--- src/rtl/mux4_rr_arbiter.sv ---
// Round-robin arbiter for one shared 4:1 mux/decoder.
// Requesters 0..3 compete for the mux. The owner keeps it for at most HOLD
// consecutive cycles. Every hand-over goes through one GAP cycle with the
// enable low, so there is always a break before a new owner takes the mux.
// All outputs are registered and none depends combinationally on req.
module mux4_rr_arbiter #(
  parameter int unsigned HOLD = 4
) (
  input  logic       clk,
  input  logic       rst_n,
  input  logic [0:3] req,
  output logic [1:0] S,
  output logic       En,
  output logic [0:3] gnt,
  output logic       busy
);

  typedef enum logic [1:0] {
    ST_IDLE  = 2'd0,
    ST_GRANT = 2'd1,
    ST_GAP   = 2'd2
  } state_e;

  // The owner is released on the edge that ends its HOLD-th grant cycle.
  localparam logic [3:0] CNT_LAST = 4'(HOLD - 1);

  state_e     state_q, state_d;
  logic [1:0] owner_q, owner_d;
  logic [1:0] last_q,  last_d;
  logic [3:0] cnt_q,   cnt_d;
  logic       en_q,    en_d;
  logic [0:3] gnt_q,   gnt_d;
  logic       busy_q,  busy_d;
  logic [2:0] pick;

  // Round-robin search order: last+1, last+2, last+3 and finally last.
  // The result is {found, index}. The 2-bit index add wraps modulo 4.
  function automatic logic [2:0] rr_pick(input logic [0:3] r, input logic [1:0] last);
    logic [1:0] idx;
    rr_pick = 3'b000;
    for (int i = 1; i <= 4; i++) begin
      idx = last + 2'(i);
      if (!rr_pick[2] && r[idx]) begin
        rr_pick = {1'b1, idx};
      end
    end
  endfunction

  assign pick = rr_pick(req, last_q);

  // State, ownership and output registers. Reset is asynchronous, so En and
  // gnt drop immediately. last starts at 3, which gives requester 0 the
  // highest priority for the first arbitration.
  always_ff @(posedge clk or negedge rst_n) begin
    if (!rst_n) begin
      state_q <= ST_IDLE;
      owner_q <= 2'd0;
      last_q  <= 2'd3;
      cnt_q   <= 4'd0;
      en_q    <= 1'b0;
      gnt_q   <= 4'b0000;
      busy_q  <= 1'b0;
    end else begin
      state_q <= state_d;
      owner_q <= owner_d;
      last_q  <= last_d;
      cnt_q   <= cnt_d;
      en_q    <= en_d;
      gnt_q   <= gnt_d;
      busy_q  <= busy_d;
    end
  end

  // Next state: arbitrate from IDLE or GAP, release on request drop or when
  // the hold budget is used up, and always pass through GAP between owners.
  always_comb begin
    state_d = state_q;
    owner_d = owner_q;
    last_d  = last_q;
    cnt_d   = cnt_q;
    case (state_q)
      ST_IDLE: begin
        if (pick[2]) begin
          state_d = ST_GRANT;
          owner_d = pick[1:0];
          last_d  = pick[1:0];
          cnt_d   = 4'd0;
        end
      end
      ST_GRANT: begin
        if (!req[owner_q] || (cnt_q == CNT_LAST)) begin
          state_d = ST_GAP;
          cnt_d   = 4'd0;
        end else begin
          cnt_d = cnt_q + 4'd1;
        end
      end
      ST_GAP: begin
        if (pick[2]) begin
          state_d = ST_GRANT;
          owner_d = pick[1:0];
          last_d  = pick[1:0];
          cnt_d   = 4'd0;
        end else begin
          state_d = ST_IDLE;
        end
      end
      default: begin
        state_d = ST_IDLE;
        cnt_d   = 4'd0;
      end
    endcase
  end

  // Output decode of the upcoming state. This keeps every output a flop
  // while it still lines up with the state it describes. Only GRANT drives a
  // one-hot grant and the enable.
  always_comb begin
    en_d   = (state_d == ST_GRANT);
    busy_d = (state_d != ST_IDLE);
    gnt_d  = 4'b0000;
    if (state_d == ST_GRANT) begin
      gnt_d[owner_d] = 1'b1;
    end
  end

  // S follows the owner and holds its value through GAP and IDLE.
  assign S    = owner_q;
  assign En   = en_q;
  assign gnt  = gnt_q;
  assign busy = busy_q;

endmodule

--- config.mk ---
export PLATFORM = sky130hd
export DESIGN_NAME = mux4_rr_arbiter
export DESIGN_NICKNAME = d
export VERILOG_FILES = /design/src/rtl/mux4_rr_arbiter.sv
export SDC_FILE = /design/constraint.sdc
export NUM_CORES = 1
export LEC_CHECK = 0
export BUFFER_PORTS_ARGS = -buffer_cell sky130_fd_sc_hd__clkbuf_2
export CAP_MARGIN = 40
export CORE_MARGIN = 5
export CORE_UTILIZATION = 56
export DETAILED_ROUTE_END_ITERATION = 6
export GPL_TIMING_DRIVEN = 0
export HOLD_SLACK_MARGIN = 0.06
export MAX_ROUTING_LAYER = met4
export PLACE_DENSITY = 0.8
export SLEW_MARGIN = 15
export SYNTH_ARGS = -nofsm -noshare
export SYNTH_HDL_FRONTEND = slang
export SYNTH_SLANG_ARGS = --single-unit
--- constraint.sdc ---
create_clock -name clk -period 4.7 [get_ports clk]
set_clock_uncertainty 0.15 [all_clocks]
set_input_delay 0.705 -clock clk [delete_from_list [all_inputs] [get_ports clk]]
set_output_delay 0.705 -clock clk [all_outputs]
set_load 0.02 [all_outputs]
==> impl_results.md, run 1 <==
- Outcome: complete, no violations
- P_int: ~0.34 mW
- N_diodes: 0
- Drt wl/cell: 14.0 µm
- Slew @ Worst Pin: roughly 0.57 ns
- Reg area: about 400 µm²
- Max layer used: met4
- Critical path type: primary input to flop
- Static Leak: between 0.4 and 0.5 nW
- CTS max path bufs: 2
- Post-DR vias/cell: between 5 and 6
- Filler cells: 119
- DR WL met3: around 54 µm
- Multi-input gate area: between 300 and 400 µm²
- Top Ports: 14
- Layout area overhead: 13.4%
- Synth unique cells: 37
- Total wire length: approximately 1.5 mm
- Root Driver: clkbuf_4
- Data arrival, critical path: roughly 2.1 ns
- DR vias: roughly 630
- Sequential power share: approximately 41%
- Syn avg cell area: around 11 µm²
- Critical Path End Type: flop
- Met2 routed WL: ~700 µm
- Final instance area: 935 µm²
- Yosys warning count: 0
- Hpwl dp: 1.16 mm
- CP Cell Sequence: clkbuf_2, nor4_1, or2_2, nand2_1, a211oi_1
- Chip Height: around 48 µm
- Hold Worst Slack: about 0.17 ns
- Vias in the first global route: between 600 and 700
- Syn nets: 82
- Core area: between 0.001 and 0.0015 mm²
- Port Buffers: 13
- Slew Viols, Final: 0
- Die area: approximately 0.0023 mm²
- Clock share of power: about an eighth
- Path type of the worst min-delay path: primary input to async pin
- Post-layout util: between 60% and 70%
- Number of detailed-route iterations in the first pass: 5
- Slowest-stage cell, CP: nor4_1
- Final Net Count: 100
- RSZ-0062 raised after global routing: false
- CP startpoint kind: primary input
- CP bufs+invs: 1
- Period minus WS final: slightly above 2 ns
- Buffer count from post-CTS setup fixing: 0
- All-layer global routing usage: about 15%
- TritonCTS clock tree: yes
- Final Cycle Share: a little over two fifths
- Post-synthesis cell count: 75
- Switching share of power: between 40% and 50%
- Synth area leaders: dfrtp_1 (42%), dfstp_2 (6.4%), nand2_1 (3.2%), mux4_2 (2.7%), and4b_1 (2.4%)
- Total CTS buffers: 3
- Cts hold-fix bufs: 0
- Max Cap Viol: 0
- Peak VDD IR: about 0.42 mV
- Post-DP Area: around 910 µm²
- Final setup violation count: 0
- Largest net degree at the start of global routing: 17
- CP top delay family: simple AND/OR/NAND/NOR gates
- Clock net sink count: 16
- Slowest cell delay on critical path: ~0.55 ns
- Layout cells sized above 1: 31.5%
- Placed cells: roughly 100
- Post-Layout Cell Count: roughly 110
- Initial Util: 61.1%
- #FFs+latches synth: 16
- Post-synth top area share: about 42%
- Die width: 48.4 µm
- Power Density: between 600 and 700 mW/mm²
- First-pass GRT wire length: roughly 2.8 mm
- Row count: 13
- ANT nets after route: 0
- Mapped cell area: just over 800 µm²
- Comb pwr share: ~47%
- Post-CTS sizing: 0
- Drt drc: 0
- Initial antenna violation count: 0
- Area leader, netlist: dfrtp_1
- GP Congestion: ~0.81
- Register area share after synthesis: approximately half
- Achievable Freq: around 0.50 GHz
- Final hold vios: 0
- Overflow after GRT: 0
- Crit-path max FO: 9
- Clock Latency Late Sink: 0.28 ns
- Critical Path RT: ~4.7 ns
- Clock H-tree levels: 1
- Slew margin rel.: 61.8%
- TNS Setup: 0 ns
- Clk pin slew, worst setup/hold paths: 0.09 ns
- Initial DRC count: 12
- Switching power: about 0.24 mW
- Met1 Wirelength: a little over 700 µm
[cells in the mapped netlist]
master and n:
nor4_1 1, and3_1 1, mux2_2 1, a211o_1 1, and3b_1 1, o211ai_1 1, a22o_1 2, a21oi_1 3
nor3_1 1, nand2_1 7, nor3b_1 1, a21o_1 1, or3b_1 1, o21ai_0 4, nand4_1 1, or2_2 2
ha_1 1, a221oi_2 1, or2b_1 2, a211oi_1 1, buf_6 1, nand3_1 2, nand3b_1 2, inv_2 1
and4b_1 2, and4_1 1, inv_1 2, dfrtp_1 14, nor2_8 1, mux4_2 1, or3b_2 1, nor2b_1 3
o311ai_2 1, nand2b_1 2, nor2_1 4, nor2_2 1, dfstp_2 2
[final timing paths]
kind / start / end / slack, ns / cells after the start
setup reg to reg: cnt_q[0]$_DFFE_PN0P_ / gnt[0]$_DFF_PN0_ / 2.70 / 7
setup / recovery: req[1] / gnt[2]$_DFF_PN0_ / 2.68 / 5
hold / removal: rst_n / busy$_DFF_PN0_ / 0.17 / 1
max in group asynchronous: rst_n / last_q[0]$_DFFE_PN1P_ / 3.91 / 1
min in group clk: last_q[0]$_DFFE_PN1P_ / last_q[0]$_DFFE_PN1P_ / 0.36 / 2
hold reg to reg: last_q[0]$_DFFE_PN1P_ / last_q[0]$_DFFE_PN1P_ / 0.36 / 2
[stage by stage]
step,power [mW],worst slack [ns]
global route,0.627,2.49
global placement,0.504,2.41
floorplan,0.438,2.64
detailed placement,0.512,2.39
CTS,0.585,2.69
finish,0.579,2.68
[logic make-up (layout without fill, tap and decap cells)]
group	count (synthesis)	after routing	share of synthesized area [%]
buffers and inverters	4	21	2.73
and+or+nand+nor	37	37	28.8
DFF	16	16	48.9
AOI/OAI and AO/OA	15	15	14.0
muxes	2	2	4.10
adders and majority gates	1	1	1.52
[layout by cell type, fill, tap and decap left out, types with 3 or more instances in the layout]
cell type,synthesis,routed
dfrtp_1,14,14
nor2b_1,3,3
nand2_1,7,7
nor2_1,4,4
clkbuf_2,0,13
o21ai_0,4,4
a21oi_1,3,3
clkbuf_4,0,3
[worst reg2reg max path: stages, from the launching register on]
cell,delay [ns]
dfrtp_1,0.39
ha_1,0.19
or3b_2,0.47
and4b_1,0.21
buf_6,0.14
nor2_8,0.11
inv_2,0.05
and4b_1,0.19
[metal layers]
metal,GRT usage (%),vias up
met5,-,-
met3,2.75,2
met1,20.2,308
li1,-,306
met2,22.2,17
met4,4.15,0
[state kept, by name, summed over array words and instances, names as in the netlist]
name     flops
busy         1
gnt          4
state_q      2
En           1
cnt_q        4
S            2
last_q       2
[cell type report]
cell class	instances	area share [%]
flip-flops and latches	16	43.1
well taps	15	2.01
inverters	3	1.20
multi-input cells	55	42.7
repair buffers	13	6.96
plain buffers	1	1.20
clock buffers	4	2.81
[power by group through the flow]
stage | Clock, mW | Combinational, mW | Sequential, mW
after floorplan | 0 | 0.172 | 0.266
after global placement | 0 | 0.268 | 0.236
after detailed placement | 0 | 0.274 | 0.238
after CTS | 0.0750 | 0.274 | 0.236
after global routing | 0.0816 | 0.301 | 0.244
final | 0.0729 | 0.270 | 0.236
(Power assumes the default switching activity.)
==> inputs of run 2 (changes only) <==
--- a/config.mk
+++ b/config.mk
@@ -8,12 +8,12 @@
 export BUFFER_PORTS_ARGS = -buffer_cell sky130_fd_sc_hd__clkbuf_2
 export CAP_MARGIN = 40
 export CORE_MARGIN = 5
-export CORE_UTILIZATION = 56
+export CORE_UTILIZATION = 53
 export DETAILED_ROUTE_END_ITERATION = 6
 export GPL_TIMING_DRIVEN = 0
 export HOLD_SLACK_MARGIN = 0.06
 export MAX_ROUTING_LAYER = met4
-export PLACE_DENSITY = 0.8
+export PLACE_DENSITY = 0.76
 export SLEW_MARGIN = 15
 export SYNTH_ARGS = -nofsm -noshare
 export SYNTH_HDL_FRONTEND = slang
==> constraint.sdc (replaced) <==
create_clock -name clk -period 2 [get_ports clk]
set_clock_uncertainty 0.15 [all_clocks]
set_input_delay 0.3 -clock clk [delete_from_list [all_inputs] [get_ports clk]]
set_output_delay 0.3 -clock clk [all_outputs]
set_load 0.02 [all_outputs]
==> impl_results.md, run 2 (synthesized netlist as in run 1, its figures left out) <==
- Final Cycle Share: between 90% and 100%
- Number of detailed-route iterations in the first pass: 4 (-1)
- Filler cells: 118 (-0.84%)
- Crit-path max FO: 7 (-2)
- Total CTS buffers: 3 (unchanged)
- All-layer global routing usage: 14.4% (-0.38 points)
- Final hold vios: 0 (unchanged)
- Final setup violation count: 0 (unchanged)
- Clock net sink count: 16 (unchanged)
- Port Buffers: 13 (unchanged)
- ANT nets after route: 0 (unchanged)
- TritonCTS clock tree: yes
- Critical path type: flop to flop
- Initial antenna violation count: 0 (unchanged)
- Drt drc: 0 (unchanged)
- Critical Path End Type: flop
- Commonest non-fill, non-tap cell in the layout: dfrtp_1
- Row count: 14 (+1)
- RSZ-0062 raised after global routing: false
- GP Congestion: 0.834 (+2.7%)
- Achievable Freq: around 0.53 GHz
- Commonest cells after routing, fill and taps aside: dfrtp_1 (14), clkbuf_2 (13), nand2_1 (7), o21ai_0 (4), nor2_1 (4)
- Slew @ Worst Pin: 0.631 ns (+0.0621 ns)
- Static Leak: 0.469 nW (+4.6%)
- Critical Path RT: 2.03 ns (-2.70 ns)
- Top Ports: 14 (unchanged)
- Chip Height: 49.4 µm (+2.2%)
- TNS Setup: 0 ns (unchanged)
- CP startpoint kind: flop
- First-pass GRT wire length: 2.75 mm (-0.72%)
- Max Cap Viol: 0 (unchanged)
- Slew margin rel.: 57.6% (-4.2 points)
- CP Cell Sequence: mux4_2, and4b_1, buf_6, nor2_8, inv_2, and4_1
- Slew Viols, Final: 0 (unchanged)
- Post-layout util: 65.5% (-3.7 points)
- Overall power: 1.42 mW (+150%)
- Total wire length: 1.60 mm (+7.3%)
- Clk pin slew, worst setup/hold paths: 0.10 ns (about the same)
- Hpwl dp: 1.18 mm (+2.0%)
- DR vias: 639 (+0.95%)
- Root Driver: clkbuf_4
- Data arrival, critical path: 1.92 ns (-0.13 ns)
- Drt wl/cell: 14.5 µm (+3.4%)
- Layout cells sized above 1: 34.7% (+3.2 points)
- Peak VDD IR: 0.868 mV (+110%)
- Largest net degree at the start of global routing: 17 (unchanged)
- Post-DR vias/cell: 5.76 (-2.7%)
- CP top delay family: multiplexers
- Layout area overhead: 18.4%
- CTS max path bufs: 2 (unchanged)
- Initial Util: 55.4% (-5.7 points)
- Die width: 49.4 µm (+2.2%)
- Final Net Count: 103 (+3.0%)
- Outcome: complete, no violations
- Period minus WS final: approximately 1.9 ns
- Overflow after GRT: 0 (unchanged)
- Initial DRC count: 9 (-3)
- Die area: 0.00244 mm² (+4.5%)
- N_diodes: 0 (unchanged)
- Clock Latency Late Sink: 0.28 ns (about the same)
- Vias in the first global route: 628 (-0.48%)
- Core area: 0.00149 mm² (+10%)
- Clock H-tree levels: 1 (unchanged)
- Path type of the worst min-delay path: primary input to async pin
- Power Density: 1460 mW/mm² (+140%)
- Slowest cell delay on critical path: 0.53 ns (-0.02 ns)
- Slowest-stage cell, CP: mux4_2
- CP bufs+invs: 2 (+1)
run 2: cell count changes in the layout (fill, tap and decap cells not counted), sizes merged:
| cell | change |
|---|---|
| dlygate4sd3 | +1 |
| buf | +2 |
run 2: path summary, 6_finish.rpt:
check | slack (ns) | depth (start not counted) | start | to
setup / recovery | 0.10 | 6 | S[1]$_DFF_PN0_ | gnt[1]$_DFF_PN0_
hold / removal | 0.31 | 2 | rst_n | busy$_DFF_PN0_
setup reg to reg | 0.10 | 6 | S[1]$_DFF_PN0_ | gnt[1]$_DFF_PN0_
hold reg to reg | 0.36 | 2 | last_q[0]$_DFFE_PN1P_ | last_q[0]$_DFFE_PN1P_
max in group asynchronous | 1.07 | 2 | rst_n | last_q[0]$_DFFE_PN1P_
min in group clk | 0.33 | 3 | req[3] | S[0]$_DFF_PN0_
run 2: metrics by stage:
step	instance area, µm²	hold slack [ns]	worst slack, ns	instances
6_report	976	0.314	0.104	111
5_1_grt	976	0.347	0.0181	111
4_1_cts	963	0.316	0.00721	110
3_5_place_dp	910	0.0916	0.0102	104
3_3_place_gp	910	0.0879	0.0356	104
2_1_floorplan	825	-0.146	0.0937	75
run 2: power breakdown:
group	switching (mW)	total, mW	internal [mW]
clock	0.103	0.214	0.111
sequential	0.0959	0.554	0.458
combinational	0.379	0.654	0.275
total	0.579	1.42	0.844
run 2: timing repair:
action                                  4_1_cts  5_1_grt
resized for setup                             0        2
pin swaps                                     0        2
endpoints found under the setup margin        2        3
hold endpoints to repair                     14        0
hold buffers                                  1        0
buffers inserted                              1        1
run 2: final cells by class:
class / instances / area [µm²] / share of cell area (%)
Timing Repair Buffer: 16 / 90.1 / 9.23
Buffer: 1 / 11.3 / 1.15
Clock buffer: 4 / 36.3 / 3.72
Multi-Input combinational cell: 55 / 404 / 41.4
Sequential cell: 16 / 403 / 41.3
Inverter: 3 / 11.3 / 1.15
Tap cell: 16 / 20.0 / 2.05
run 2: layer usage:
metal	global-route usage (%)	up-vias	routed length [µm]
met2	22.3	12	807
met1	19.3	312	728
met5	-	-	0
met4	1.75	0	9
met3	3.98	2	58
li1	-	313	-
